`src/rtl/ext_pkg.sv`:
```
// Shared definitions for the RV32M extension-port sequencer: funct3 codes,
// FSM state encoding and the divide-by-zero quotient.
package ext_pkg;

  localparam logic [2:0] F3_MUL    = 3'd0;
  localparam logic [2:0] F3_MULH   = 3'd1;
  localparam logic [2:0] F3_MULHSU = 3'd2;
  localparam logic [2:0] F3_MULHU  = 3'd3;
  localparam logic [2:0] F3_DIV    = 3'd4;
  localparam logic [2:0] F3_DIVU   = 3'd5;
  localparam logic [2:0] F3_REM    = 3'd6;
  localparam logic [2:0] F3_REMU   = 3'd7;

  typedef logic [2:0] state_t;

  localparam state_t ST_IDLE  = 3'd0;
  localparam state_t ST_ISSUE = 3'd1;
  localparam state_t ST_WAIT  = 3'd2;
  localparam state_t ST_FIX   = 3'd3;
  localparam state_t ST_RESP  = 3'd4;

  localparam logic [31:0] DBZ_QUOTIENT = 32'hFFFF_FFFF;

  function automatic logic a_is_signed(input logic [2:0] f);
    return !(f == F3_MULHU || f == F3_DIVU || f == F3_REMU);
  endfunction

  function automatic logic b_is_signed(input logic [2:0] f);
    return (f == F3_MUL || f == F3_MULH || f == F3_DIV || f == F3_REM);
  endfunction

endpackage

```
`src/rtl/ext_signfix.sv`:
```
// Combinational sign handling: operand magnitudes/sign flags on the way in,
// negate and high/low or quotient/remainder selection on the way out.
module ext_signfix
  import ext_pkg::*;
(
  input  logic [2:0]  func3,
  input  logic [31:0] a,
  input  logic [31:0] b,
  output logic [31:0] mag_a,
  output logic [31:0] mag_b,
  output logic        sign_a,
  output logic        sign_b,
  input  logic [2:0]  res_func3,
  input  logic        res_sign_a,
  input  logic        res_sign_b,
  input  logic        res_dbz,
  input  logic [31:0] res_a,
  input  logic [63:0] prod,
  input  logic [31:0] quo,
  input  logic [31:0] rem,
  output logic [31:0] result
);

  logic [63:0] prod_fix;
  logic [31:0] mul_res;
  logic [31:0] div_res;

  assign sign_a = a_is_signed(func3) && a[31];
  assign sign_b = b_is_signed(func3) && b[31];
  assign mag_a  = sign_a ? (~a + 32'd1) : a;
  assign mag_b  = sign_b ? (~b + 32'd1) : b;

  always_comb begin
    prod_fix = (res_sign_a ^ res_sign_b) ? (~prod + 64'd1) : prod;
    mul_res  = (res_func3 == F3_MUL) ? prod_fix[31:0] : prod_fix[63:32];
    div_res  = 32'd0;
    // func3[1] separates remainder ops from quotient ops
    if (res_dbz) begin
      div_res = res_func3[1] ? res_a : DBZ_QUOTIENT;
    end else if (res_func3[1]) begin
      div_res = res_sign_a ? (~rem + 32'd1) : rem;
    end else begin
      div_res = (res_sign_a ^ res_sign_b) ? (~quo + 32'd1) : quo;
    end
    result = res_func3[2] ? div_res : mul_res;
  end

endmodule

```
`src/rtl/ext_dispatch.sv`:
```
// Extension-port sequencer routing RV32M ops to a shared multiplier/divider.
// Optional WAIT-state watchdog enabled by defining EXT_TIMEOUT_EN.
module ext_dispatch
  import ext_pkg::*;
#(
  parameter int TIMEOUT_CYCLES = 64
) (
  input  logic        clk,
  input  logic        rst,
  input  logic        extStart,
  input  logic [2:0]  extFunc3,
  input  logic [31:0] extA,
  input  logic [31:0] extB,
  output logic [31:0] extR,
  output logic        extDone,
  output logic        extBusy,
  output logic        extErr,
  output logic        mulStart,
  output logic [31:0] mulA,
  output logic [31:0] mulB,
  input  logic [63:0] mulP,
  input  logic        mulDone,
  output logic        divStart,
  output logic [31:0] divA,
  output logic [31:0] divB,
  input  logic [31:0] divQ,
  input  logic [31:0] divRem,
  input  logic        divDone
);

  state_t      state_reg;
  logic [2:0]  func_reg;
  logic [31:0] a_reg;
  logic [31:0] mag_a_reg;
  logic [31:0] mag_b_reg;
  logic        sign_a_reg;
  logic        sign_b_reg;
  logic        dbz_reg;
  logic [63:0] prod_reg;
  logic [31:0] quo_reg;
  logic [31:0] rem_reg;
  logic [31:0] r_reg;

  logic [31:0] mag_a;
  logic [31:0] mag_b;
  logic        sign_a;
  logic        sign_b;
  logic [31:0] result;
  logic        unit_done;

  ext_signfix u_signfix (
    .func3      (extFunc3),
    .a          (extA),
    .b          (extB),
    .mag_a      (mag_a),
    .mag_b      (mag_b),
    .sign_a     (sign_a),
    .sign_b     (sign_b),
    .res_func3  (func_reg),
    .res_sign_a (sign_a_reg),
    .res_sign_b (sign_b_reg),
    .res_dbz    (dbz_reg),
    .res_a      (a_reg),
    .prod       (prod_reg),
    .quo        (quo_reg),
    .rem        (rem_reg),
    .result     (result)
  );

  assign unit_done = func_reg[2] ? divDone : mulDone;

`ifdef EXT_TIMEOUT_EN
  localparam int CNT_W = $clog2(TIMEOUT_CYCLES + 1);
  logic [CNT_W-1:0] cnt_reg;
  logic [CNT_W-1:0] cnt_next;
  logic             err_reg;

  assign cnt_next = cnt_reg + CNT_W'(1);
  assign extErr   = err_reg;
`else
  assign extErr = 1'b0;
`endif

  always_ff @(posedge clk or posedge rst) begin
    if (rst) begin
      state_reg  <= ST_IDLE;
      func_reg   <= 3'd0;
      a_reg      <= 32'd0;
      mag_a_reg  <= 32'd0;
      mag_b_reg  <= 32'd0;
      sign_a_reg <= 1'b0;
      sign_b_reg <= 1'b0;
      dbz_reg    <= 1'b0;
      prod_reg   <= 64'd0;
      quo_reg    <= 32'd0;
      rem_reg    <= 32'd0;
      r_reg      <= 32'd0;
`ifdef EXT_TIMEOUT_EN
      cnt_reg    <= '0;
      err_reg    <= 1'b0;
`endif
    end else begin
      case (state_reg)
        ST_IDLE: begin
          if (extStart) begin
            func_reg   <= extFunc3;
            a_reg      <= extA;
            mag_a_reg  <= mag_a;
            mag_b_reg  <= mag_b;
            sign_a_reg <= sign_a;
            sign_b_reg <= sign_b;
            dbz_reg    <= extFunc3[2] && (extB == 32'd0);
`ifdef EXT_TIMEOUT_EN
            err_reg    <= 1'b0;
`endif
            // divide by zero never engages the divider
            state_reg  <= (extFunc3[2] && (extB == 32'd0)) ? ST_FIX : ST_ISSUE;
          end
        end
        ST_ISSUE: begin
`ifdef EXT_TIMEOUT_EN
          cnt_reg   <= '0;
`endif
          state_reg <= ST_WAIT;
        end
        ST_WAIT: begin
          if (unit_done) begin
            prod_reg  <= mulP;
            quo_reg   <= divQ;
            rem_reg   <= divRem;
            state_reg <= ST_FIX;
          end
`ifdef EXT_TIMEOUT_EN
          else if (cnt_next == CNT_W'(TIMEOUT_CYCLES)) begin
            r_reg     <= 32'd0;
            err_reg   <= 1'b1;
            state_reg <= ST_RESP;
          end else begin
            cnt_reg <= cnt_next;
          end
`endif
        end
        ST_FIX: begin
          r_reg     <= result;
          state_reg <= ST_RESP;
        end
        ST_RESP: state_reg <= ST_IDLE;
        default: state_reg <= ST_IDLE;
      endcase
    end
  end

  assign extR     = r_reg;
  assign extDone  = (state_reg == ST_RESP);
  assign extBusy  = (state_reg != ST_IDLE);
  assign mulStart = (state_reg == ST_ISSUE) && !func_reg[2];
  assign divStart = (state_reg == ST_ISSUE) && func_reg[2];
  assign mulA     = mag_a_reg;
  assign mulB     = mag_b_reg;
  assign divA     = mag_a_reg;
  assign divB     = mag_b_reg;

endmodule

```
`config.mk`:
```
export PLATFORM = sky130hd
export DESIGN_NAME = ext_dispatch
export DESIGN_NICKNAME = d
export VERILOG_FILES = /design/src/rtl/ext_pkg.sv /design/src/rtl/ext_signfix.sv /design/src/rtl/ext_dispatch.sv
export SDC_FILE = /design/constraint.sdc
export NUM_CORES = 1
export LEC_CHECK = 0
export BUFFER_PORTS_ARGS = -buffer_cell sky130_fd_sc_hd__buf_2
export CAP_MARGIN = 15
export CORE_ASPECT_RATIO = 1.25
export CORE_MARGIN = 4
export CORE_UTILIZATION = 44
export CTS_BUF_LIST = sky130_fd_sc_hd__clkbuf_8
export DETAILED_ROUTE_END_ITERATION = 8
export PLACE_DENSITY = 0.67
export SYNTH_ARGS = -nofsm -noshare
export SYNTH_HDL_FRONTEND = slang
export SYNTH_HIERARCHICAL = 1
export SYNTH_SLANG_ARGS = --single-unit
```
`constraint.sdc`:
```
create_clock -name clk -period 17 [get_ports clk]
set_input_delay 3.4 -clock clk [delete_from_list [all_inputs] [get_ports clk]]
set_output_delay 3.4 -clock clk [all_outputs]
set_load 0.01 [all_outputs]
```
### After elaboration in Yosys (flattened, before gate mapping)

Index checks and enable logic that the tools add are counted.
W data, S select, Z words.

| storage, ports and cells | value |
|---|---|
| register bits | 265 |

| operators by class | value |
|---|---|
| add/subtract/negate cells | 5 |
| eq/ne operators | 12 |
| muxes and demuxes | 15 |
| bitwise logic cells | 6 |
| reductions and logical operators | 20 |

Operator list:

| operator | count |
|---|---|
| $mux W32 | 9 |
| $add A32 B1 Y32 const B | 4 |
| $not A32 Y32 | 4 |
| $add A64 B1 Y64 const B | 1 |
| $mux W64 | 1 |
| $not A64 Y64 | 1 |
| $logic_not A32 Y1 | 1 |
| $eq A3 B3 Y1 const B | 5 |
| $pmux W3 S4 | 1 |
| $eq A3 B2 Y1 const B | 3 |
| $logic_not A3 Y1 | 3 |
| $eq A3 B1 Y1 const B | 2 |
| $mux W3 | 2 |
| $reduce_and A2 Y1 | 3 |
| $logic_and A1 B1 Y1 | 5 |
| $logic_or A1 B1 Y1 | 5 |
| $ne A2 B2 Y1 const B | 2 |
| $reduce_bool A3 Y1 | 1 |
| $logic_not A1 Y1 | 2 |
| $mux W2 | 1 |
| $mux W1 | 1 |
| $xor A1 B1 Y1 | 1 |

### Longest topological paths before layout

Gate-level depths: netlist (run 1).

| logic depth | value |
|---|---|
| depth after elaboration | 6 |
| gate-level depth with buffers | 12 |

### Hierarchy

The synthesis (run 1) kept the hierarchy.

By module, submodules not included:

| module | instances | cells an instance | area each (um^2) | sequential area each (um^2) |
|---|---|---|---|---|
| ext_dispatch | 1 | 933 | 10,521.3 | 6,631.4 |
| ext_signfix | 1 | 841 | 5,350.1 | 0.0 |

### Least setup slack after synthesis (run 1)

OpenSTA, ideal clock, no wires.

| timing path | value |
|---|---|
| kind | input-to-reg |
| from | input port extA[8] |
| to | register mag_a_reg[25], in the netlist divA[25] |
| setup time | 0.117 ns |
| arrival | 5.096 ns |
| setup slack | 11.787 ns |
| stages | 8 |
| path through | or4_1 -> or3_1 -> nor2_1 -> and2_1 -> a21oi_1 -> xor2_1 -> nand2_1 -> nand2_1 |

| on the way | value |
|---|---|
| word-level cells in the longest chain between the ends | 3 |

Ends and longest elaborated chain:

| element | RTL line | text |
|---|---|---|
| from (decl) | ext_dispatch.sv:12 | `input logic [31:0] extA,` |
| $not A32 Y32 | ext_signfix.sv:30 | `assign mag_a = sign_a ? (~a + 32'd1) : a;` |
| $add A32 B1 Y32 | ext_signfix.sv:30 |  |
| $mux W32 | ext_signfix.sv:30 |  |
| via mag_a[25] | ext_dispatch.sv:44 | `logic [31:0] mag_a;` |
| to (signal assigned) | ext_dispatch.sv:108 | `mag_a_reg <= mag_a;` |
| to (decl) | ext_dispatch.sv:34 | `logic [31:0] mag_a_reg;` |

The timed path passes the listed nets, and every way through them passes these cells.
A chain may end at the register's enable or synchronous reset.

### Worst setup path after layout (run 1)

| timing path | value |
|---|---|
| from | input port divDone |
| to | register quo_reg[25] |

| on the way | value |
|---|---|
| word-level cells in the longest chain between the ends | 2 |

Ends and longest elaborated chain:

| element | RTL line | text |
|---|---|---|
| from (decl) | ext_dispatch.sv:28 | `input logic divDone` |
| $mux W1 | ext_dispatch.sv:70 | `assign unit_done = func_reg[2] ? divDone : mulDone;` |
| $reduce_and A2 Y1 (no line) | - |  |
| to (signal assigned) | ext_dispatch.sv:129 | `quo_reg <= divQ;` |
| to (decl) | ext_dispatch.sv:40 | `logic [31:0] quo_reg;` |

Every way passes these cells.

==> impl_metrics.tcl, run 1 <==
set metrics [dict create \
    status "complete, no violations" \
    ios 365 \
    rsz0062_at_grt "false" \
    setup_slack_ns 11.68 \
    async_flop_share 1.000 \
    multi_input_comb_area_um2 8228 \
    hold_violations 0 \
    worstHoldEndpoint "extR[0]$_DFFE_PP0P_" \
    synth_top_cells_by_count "nand2_1 (459), dfrtp_1 (265), mux2_1 (99)" \
    worst_r2r_path_depth 11 \
    synth.distinct_cells 74 \
    yosysMostFrequentCell "nand2_1" \
    synthCells 1774 \
    drtIter0Drc 1114 \
    worstPathMaxFanout 70 \
    num_vias 13970 \
    grt_pass1_wl_um 74640 \
    tightest_slew_ns 1.134 \
    start_util 0.4477 \
    yosysWarnings 6 \
    grt_pass1_vias 13290 \
    startpoint_type "primary input" \
    synth.area.top_cells "dfrtp_1 (42%), nand2_1 (11%), mux2_1 (7.0%), xor2_1 (4.6%), xnor2_1 (4.6%)" \
    setup-tns-final_ns 0 \
    grt_start_max_net_pins 126 \
    core_um2 35450 \
    vias_per_cell 5.467 \
    power_density_nw_per_um2 199.9 \
    wl_per_cell_um 19.28 \
    syn_to_final_growth_pct 16.33 \
    reg2reg_from "prod_reg[0]$_DFFE_PP0P_" \
    cts_setup_buffers 0 \
    synth_ff_type "dfrtp_1" \
    layout.nets 2250 \
    p_switching_mw 1.656 \
    postCtsHoldBufs 0 \
    tritoncts "done" \
    die_h_um 220.3 \
    netlist.area_leader.share 0.4178 \
    synth_seq_cells 265 \
    ys_seq_area_frac 0.4178 \
    rrSetupSlack_ns 13.33 \
    slew_violations 0 \
    die_area_um2 39190 \
    drt.antenna.violating_nets 0 \
    fin_crit_sh 0.3129 \
    cts.sinks 265 \
    crit_arrival_ns 5.76 \
    cts_htree_levels 2 \
    criticalPathCategory "in -> reg" \
    drive_above_1_share 0.2459 \
    antenna_found_initial 9 \
    die_x_um 177.9 \
    whs_ns 0.4705 \
    comb_power_share 0.483 \
    final.fill_count 3438 \
    cts.clk_slew.worst_paths_ns 0.06 \
    synth_fp_nets 1979 \
    finClkSkew_ns 0.03673 \
    p_clk_frac 0.163 \
    avgSynthCellArea_um2 8.947 \
    grt.overflow.total 0 \
    min_path_type "reg -> reg" \
    root_buffer "clkbuf_8" \
    cap_violations 0 \
    gp_congestion 0.9370 \
    hold_path_depth 2 \
    finalSetupViolCount 0 \
    relSlewSlack 0.2443 \
    netlist_area_um2 15870 \
    cts_buffers 45 \
    fmax_ghz 0.1880 \
    grtUsageTotal 0.2412 \
    intPower_mw 2.035 \
    power.share.sequential 0.354 \
    totalWireLength_um 49250 \
    power.leakage_nw 8.734 \
    synth_top_area_cell "dfrtp_1" \
    switching_share 0.4486 \
    end_kind "flop" \
    route.detailed.drc 0 \
    post-route-min-period_ns 5.319 \
    synth_edf_count 0 \
    drt-pass1-iter-count 5 \
    dp_slack_ns 11.08 \
    place_hpwl_um 36280 \
    regArea_um2 6633 \
    largest_reg_flops 64 \
    cts.path.max_buffers 3 \
    hp-start "extR[0]$_DFFE_PP0P_" \
    clk_latency_ns 0.59 \
    cts_resized 0 \
    r2r-end "extR[26]$_DFFE_PP0P_" \
    rows 77 \
    critical_path_required_ns 17.44 \
    ir_worst_vdd_mv 0.08664 \
    io_buffers 363 \
]
==> worst max path at each step <==
stage	slack [ns]	end	depth (start not counted)	from
floorplan	6.30	a_reg[0]$_DFFE_PP0P_	1	rst
global placement	11.10	quo_reg[29]$_DFFE_PP0P_	6	divDone
detailed placement	11.08	quo_reg[18]$_DFFE_PP0P_	6	divDone
CTS	11.69	quo_reg[18]$_DFFE_PP0P_	6	divDone
global route	11.56	quo_reg[26]$_DFFE_PP0P_	6	divDone
finish	11.68	quo_reg[25]$_DFFE_PP0P_	6	divDone
==> cells by family after synthesis <==
family | count (synthesis) | synth area share
compound gates | 284 | 0.1158
buf+inv | 184 | 0.06591
mux | 140 | 0.09854
other cells | 1 | 0.0002363
flops | 265 | 0.4178
simple gates | 728 | 0.2056
fa+ha+maj | 5 | 0.003942
xor+xnor | 167 | 0.09216
==> routing by layer <==
layer  track usage  wire length, um
met1        0.3195            20320
met2        0.4075            24220
met3       0.04443             3506
met4       0.06551             1087
met5             0              123
==> through the flow <==
step / cells / utilization / cell area [um2] / power [mW]
2_1_floorplan: 1774 / - / 15870 / 2.548
3_3_place_gp: 2472 / 0.4938 / 17510 / 3.034
3_5_place_dp: 2472 / 0.4938 / 17510 / 3.070
4_1_cts: 2552 / 0.5206 / 18460 / 3.696
5_1_grt: 2552 / 0.5206 / 18460 / 3.954
6_report: 2555 / 0.5208 / 18460 / 3.691
==> layout make-up <==
cell class / count / share of cell area
multi-input combinational: 1325 / 0.4456
sequential: 265 / 0.3592
timing repair buffer: 379 / 0.1049
clock buffer: 57 / 0.04249
tap: 474 / 0.03212
clock inverter: 23 / 0.008945
inverter: 29 / 0.006302
antenna: 3 / 0.0004066
==> worst max-delay path, stage by stage <==
cell     delay [ns]
buf_2          0.08
mux2i_1        0.09
nor4b_4        0.21
buf_4          0.64
buf_4          0.82
mux2_2         0.41
==> power by group through the flow <==
stage	Combinational (mW)	Sequential (mW)	Clock, mW
floorplan	1.31	1.24	0
global placement	1.73	1.30	0
detailed placement	1.76	1.31	0
CTS	1.77	1.31	0.620
global route	1.95	1.35	0.650
finish	1.78	1.31	0.601
==> placed cells by master (no fill, tap or decap), types with 38 or more instances in the layout <==
cell / instances
nand2_1: 458
buf_2: 363
dfrtp_1: 264
mux2_1: 99
nor2_1: 83
xor2_1: 83
xnor2_1: 82
a21oi_1: 79
o21ai_0: 70
clkbuf_8: 57
nor3_1: 45
inv_1: 38
Power figures use the tool's default switching activity.
==> run 2: changes to the inputs <==
PLACE_DENSITY = 0.7   (was 0.67)
clock period = 4.4 ns   (was 17 ns; I/O delays follow)
==> impl_metrics.tcl, run 2 (synthesis results as in run 1) <==
set metrics [dict create \
    cap_violations 0 \
    dpl_cell_area_um2 17550 \
    cts.path.max_buffers 3 \
    start_util 0.4477 \
    ios 365 \
    die_x_um 177.9 \
    clk_latency_ns 0.58 \
    crit_family "simple AND/OR/NAND/NOR gates" \
    tritoncts "done" \
    rsz0062_at_grt "false" \
    hold_violations 0 \
    p_total_mw 14.17 \
    largest_reg_flops 64 \
    cts.sinks 265 \
    wl_per_cell_um 19.75 \
    setup_slack_ns 1.131 \
    worstPathMaxFanout 9 \
    drive_above_1_share 0.2430 \
    grt.overflow.total 0 \
    power.leakage_nw 8.721 \
    power_density_nw_per_um2 768.5 \
    die_h_um 220.3 \
    grt_pass1_vias 13930 \
    postLayoutCellArea_um2 18440 \
    fin_util 0.5200 \
    min_path_type "in -> async" \
    syn_to_final_growth_pct 16.17 \
    drt-pass1-iter-count 6 \
    cp_slowest_cell "nor4_4" \
    layout.nets 2252 \
    cts_buffers 45 \
    fin_crit_sh 0.7430 \
    num_vias 14030 \
    core_um2 35450 \
    critical_path_required_ns 4.86 \
    antenna_found_initial 13 \
    path_cells "nor4_1 -> nand4b_1 -> nor4_4 -> nor4b_4 -> a21oi_2 -> xor2_1 -> a221o_1 -> nand2_1 -> nand2_1" \
    io_buffers 363 \
    rows 77 \
    cts.clk_slew.worst_paths_ns 0.07 \
    place_hpwl_um 37360 \
    cts_htree_levels 2 \
    grt_start_max_net_pins 132 \
    drtIter0Drc 1051 \
    cts_resized 0 \
    relSlewSlack 0.3100 \
    fmax_ghz 0.3059 \
    tightest_slew_ns 1.031 \
    postCtsHoldBufs 0 \
    cp_num_buf_inv 0 \
    root_buffer "clkbuf_8" \
    final_cell_mix "nand2_1 (458), buf_2 (363), dfrtp_1 (265)" \
    die_area_um2 39190 \
    slew_violations 0 \
    grtUsageTotal 0.2493 \
    criticalPathCategory "reg -> reg" \
    totalWireLength_um 50530 \
    cpPeakStageDelay_ns 0.63 \
    status "complete, no violations" \
    grt_pass1_wl_um 77360 \
    gp_congestion 0.9504 \
    ir_worst_vdd_mv 0.3922 \
    end_kind "flop" \
    vias_per_cell 5.483 \
    dp_slack_ns 1.187 \
    finalSetupViolCount 0 \
    path_common_cell "nand2_1" \
    cts_setup_buffers 0 \
    drt.antenna.violating_nets 0 \
    route.detailed.drc 0 \
    finClkSkew_ns 0.01660 \
    post-route-min-period_ns 3.269 \
    startpoint_type "flop" \
    final_common_cell "nand2_1" \
    setup-tns-final_ns 0 \
    crit_arrival_ns 3.73 \
]
run 2: cell count changes in the layout (fill, tap and decap cells not counted), sizes merged:
| cell | change |
|---|---|
| inv | +3 |
| diode | +4 |
| buf | +2 |
| clkinvlp | +2 |
| clkinv | -2 |
| clkbuf | -4 |
| bufinv | -1 |
run 2: layout make-up:
class                           instances  area [um2]
Timing Repair Buffer                  381        1989
Inverter                               29       112.6
Clock buffer                           53       729.5
Multi-Input combinational cell       1325        8228
Sequential cell                       265        6631
Antenna cell                            7       17.52
Tap cell                              474       593.1
Clock inverter                         25       136.4
Fill cell                            3446       17020
run 2: power breakdown:
part	switching [mW]	internal, mW
registers	1.42	3.64
clock network	1.02	1.15
logic	3.99	2.95
total	6.44	7.73
run 2: worst paths after layout:
path | slack, ns | cells after the start | end | start
setup / recovery | 1.13 | 9 | extR[26]$_DFFE_PP0P_ | prod_reg[20]$_DFFE_PP0P_
hold / removal | 0.39 | 2 | rem_reg[18]$_DFFE_PP0P_ | rst
setup reg to reg | 1.13 | 9 | extR[26]$_DFFE_PP0P_ | prod_reg[20]$_DFFE_PP0P_
hold reg to reg | 0.47 | 2 | extR[2]$_DFFE_PP0P_ | extR[2]$_DFFE_PP0P_
max in group asynchronous | 2.90 | 3 | extR[2]$_DFFE_PP0P_ | rst
min in group clk | 0.47 | 2 | extR[2]$_DFFE_PP0P_ | extR[2]$_DFFE_PP0P_
run 2: through the flow:
stage	cells	hold slack, ns
final	2559	0.3943
after global routing	2555	0.4257
after CTS	2552	0.3896
after detailed placement	2474	0.4615
after global placement	2474	0.4569
after floorplan	1774	0.4401
run 2: routing by layer:
metal | wire length [um] | track usage | up-vias
li1 | - | - | 6619
met2 | 24660 | 0.4193 | 558
met5 | 86 | 0 | -
met4 | 1539 | 0.08434 | 14
met1 | 20640 | 0.3239 | 6726
met3 | 3611 | 0.04751 | 114
run 2: worst reg2reg max path, cell delays in order (launching register included):
cell and delay (ns):
dfrtp_1 0.41, nor4_1 0.54, nand4b_1 0.43, nor4_4 0.63
nor4b_4 0.42, a21oi_2 0.11, xor2_1 0.17, a221o_1 0.35
nand2_1 0.06, nand2_1 0.06
==> run 3: changes to the inputs <==
clock period = 2.7 ns   (was 4.4 ns; I/O delays follow)
==> impl_metrics.tcl, run 3 (synthesis results as in run 1) <==
set metrics [dict create \
    status "complete, no violations" \
    cts_htree_levels 2 \
    antenna_found_initial 11 \
    worstPathMaxFanout 4 \
    cap_violations 0 \
    drive_above_1_share 0.3183 \
    crit_arrival_ns 3.18 \
    io_buffers 363 \
    fmax_ghz 0.3716 \
    drt-pass1-iter-count 5 \
    rows 77 \
    setup_slack_ns 0.008995 \
    wl_per_cell_um 19.85 \
    final.fill_count 3317 \
    tightest_slew_ns 0.7906 \
    core_um2 35450 \
    relSlewSlack 0.4730 \
    cts.clk_slew.worst_paths_ns 0.07 \
    grt_pass1_wl_um 82100 \
    largest_reg_flops 64 \
    final_common_cell "nand2_1" \
    rsz0062_at_grt "true" \
    critical_path_required_ns 3.19 \
    place_hpwl_um 41070 \
    dp_cells 2629 \
    ios 365 \
    die_area_um2 39190 \
    layout.nets 2414 \
    syn_to_final_growth_pct 26.59 \
    cts_buffers 46 \
    cts.path.max_buffers 3 \
    dpl_cell_area_um2 18810 \
    setup-tns-final_ns 0 \
    power.leakage_nw 9.634 \
    route.detailed.drc 0 \
    vias_per_cell 5.440 \
    end_kind "flop" \
    postCtsHoldBufs 0 \
    hold_violations 0 \
    grtUsageTotal 0.2664 \
    root_buffer "clkbuf_8" \
    gp_congestion 0.9346 \
    cts.sinks 265 \
    finalSetupViolCount 0 \
    grt.overflow.total 0 \
    num_vias 14820 \
    post-route-min-period_ns 2.691 \
    totalWireLength_um 54080 \
    finClkSkew_ns 0.03604 \
    fin_cells 2725 \
    die_x_um 177.9 \
    power_density_nw_per_um2 1249 \
    startpoint_type "flop" \
    postLayoutCellArea_um2 20090 \
    min_path_type "in -> async" \
    fin_crit_sh 0.9967 \
    criticalPathCategory "reg -> reg" \
    drt.antenna.violating_nets 0 \
    p_total_mw 25.09 \
    drtIter0Drc 1006 \
    clk_latency_ns 0.61 \
    grt_pass1_vias 14660 \
    start_util 0.4477 \
    tritoncts "done" \
    die_h_um 220.3 \
    slew_violations 0 \
    grt_start_max_net_pins 78 \
    dp_slack_ns -0.05735 \
    ir_worst_vdd_mv 0.7227 \
    final_cell_mix "nand2_1 (457), buf_2 (363), dfrtp_1 (265)" \
]
-- run 3: area by class of cell --
cell class	count	area [um2]	share of cell area
Multi-Input combinational cell	1325	8484	0.4223
Sequential cell	265	6631	0.3301
Timing Repair Buffer	542	3293	0.1639
Clock buffer	59	812.0	0.04042
Tap cell	474	593.1	0.02952
Clock inverter	26	152.6	0.007597
Inverter	29	112.6	0.005605
Antenna cell	5	12.51	0.0006227
-- run 3: power breakdown --
| part | internal, mW | switching, mW |
|---|---|---|
| Combinational | 5.92 | 7.40 |
| Sequential | 5.93 | 2.02 |
| Clock | 2.07 | 1.75 |
| Total | 13.9 | 11.2 |
-- run 3: final timing paths --
check                                    startpoint                       end  slack [ns]  cells after the start
setup / recovery           prod_reg[24]$_DFFE_PP0P_      extR[17]$_DFFE_PP0P_       0.009                     10
max in group asynchronous                       rst     a_reg[11]$_DFFE_PP0P_        1.77                      3
min in group clk                           mulP[55]  prod_reg[55]$_DFFE_PP0P_        0.16                      2
setup reg to reg           prod_reg[24]$_DFFE_PP0P_      extR[17]$_DFFE_PP0P_       0.009                     10
hold reg to reg                 extR[5]$_DFFE_PP0P_       extR[5]$_DFFE_PP0P_        0.47                      2
hold / removal                                  rst      extR[25]$_DFFE_PP0P_        0.04                      2
-- run 3: repair_timing --
action / 4_1_cts / 5_1_grt
endpoints found under the setup margin: 5 / 26
gates resized for setup: 8 / 52
pin swaps: 3 / 25
gates cloned: 0 / 0
buffers inserted: 2 / 4
-- run 3: worst max-delay path, stage by stage (launching register included) --
cell and delay (ns):
dfrtp_1 0.38, or4_4 0.58, or3_4 0.39, nor4_4 0.26
buf_4 0.19, nand2_4 0.06, o31ai_4 0.22, xor2_1 0.20
o221ai_1 0.14, nand2_1 0.10, nand2_1 0.05
-- run 3: per-stage QoR --
step / util / hold slack (ns)
floorplan: - / 0.4401
global placement: 0.5306 / 0.4589
detailed placement: 0.5306 / 0.4572
CTS: 0.5595 / 0.01080
global route: 0.5666 / 0.04152
finish: 0.5667 / 0.03544
-- run 3: layer usage --
layer | track usage | up-vias | wire length [um]
li1 | - | 6943 | -
met1 | 0.3380 | 7174 | 21650
met2 | 0.4596 | 576 | 27030
met3 | 0.04682 | 118 | 3561
met4 | 0.09157 | 12 | 1770
met5 | 0 | - | 64
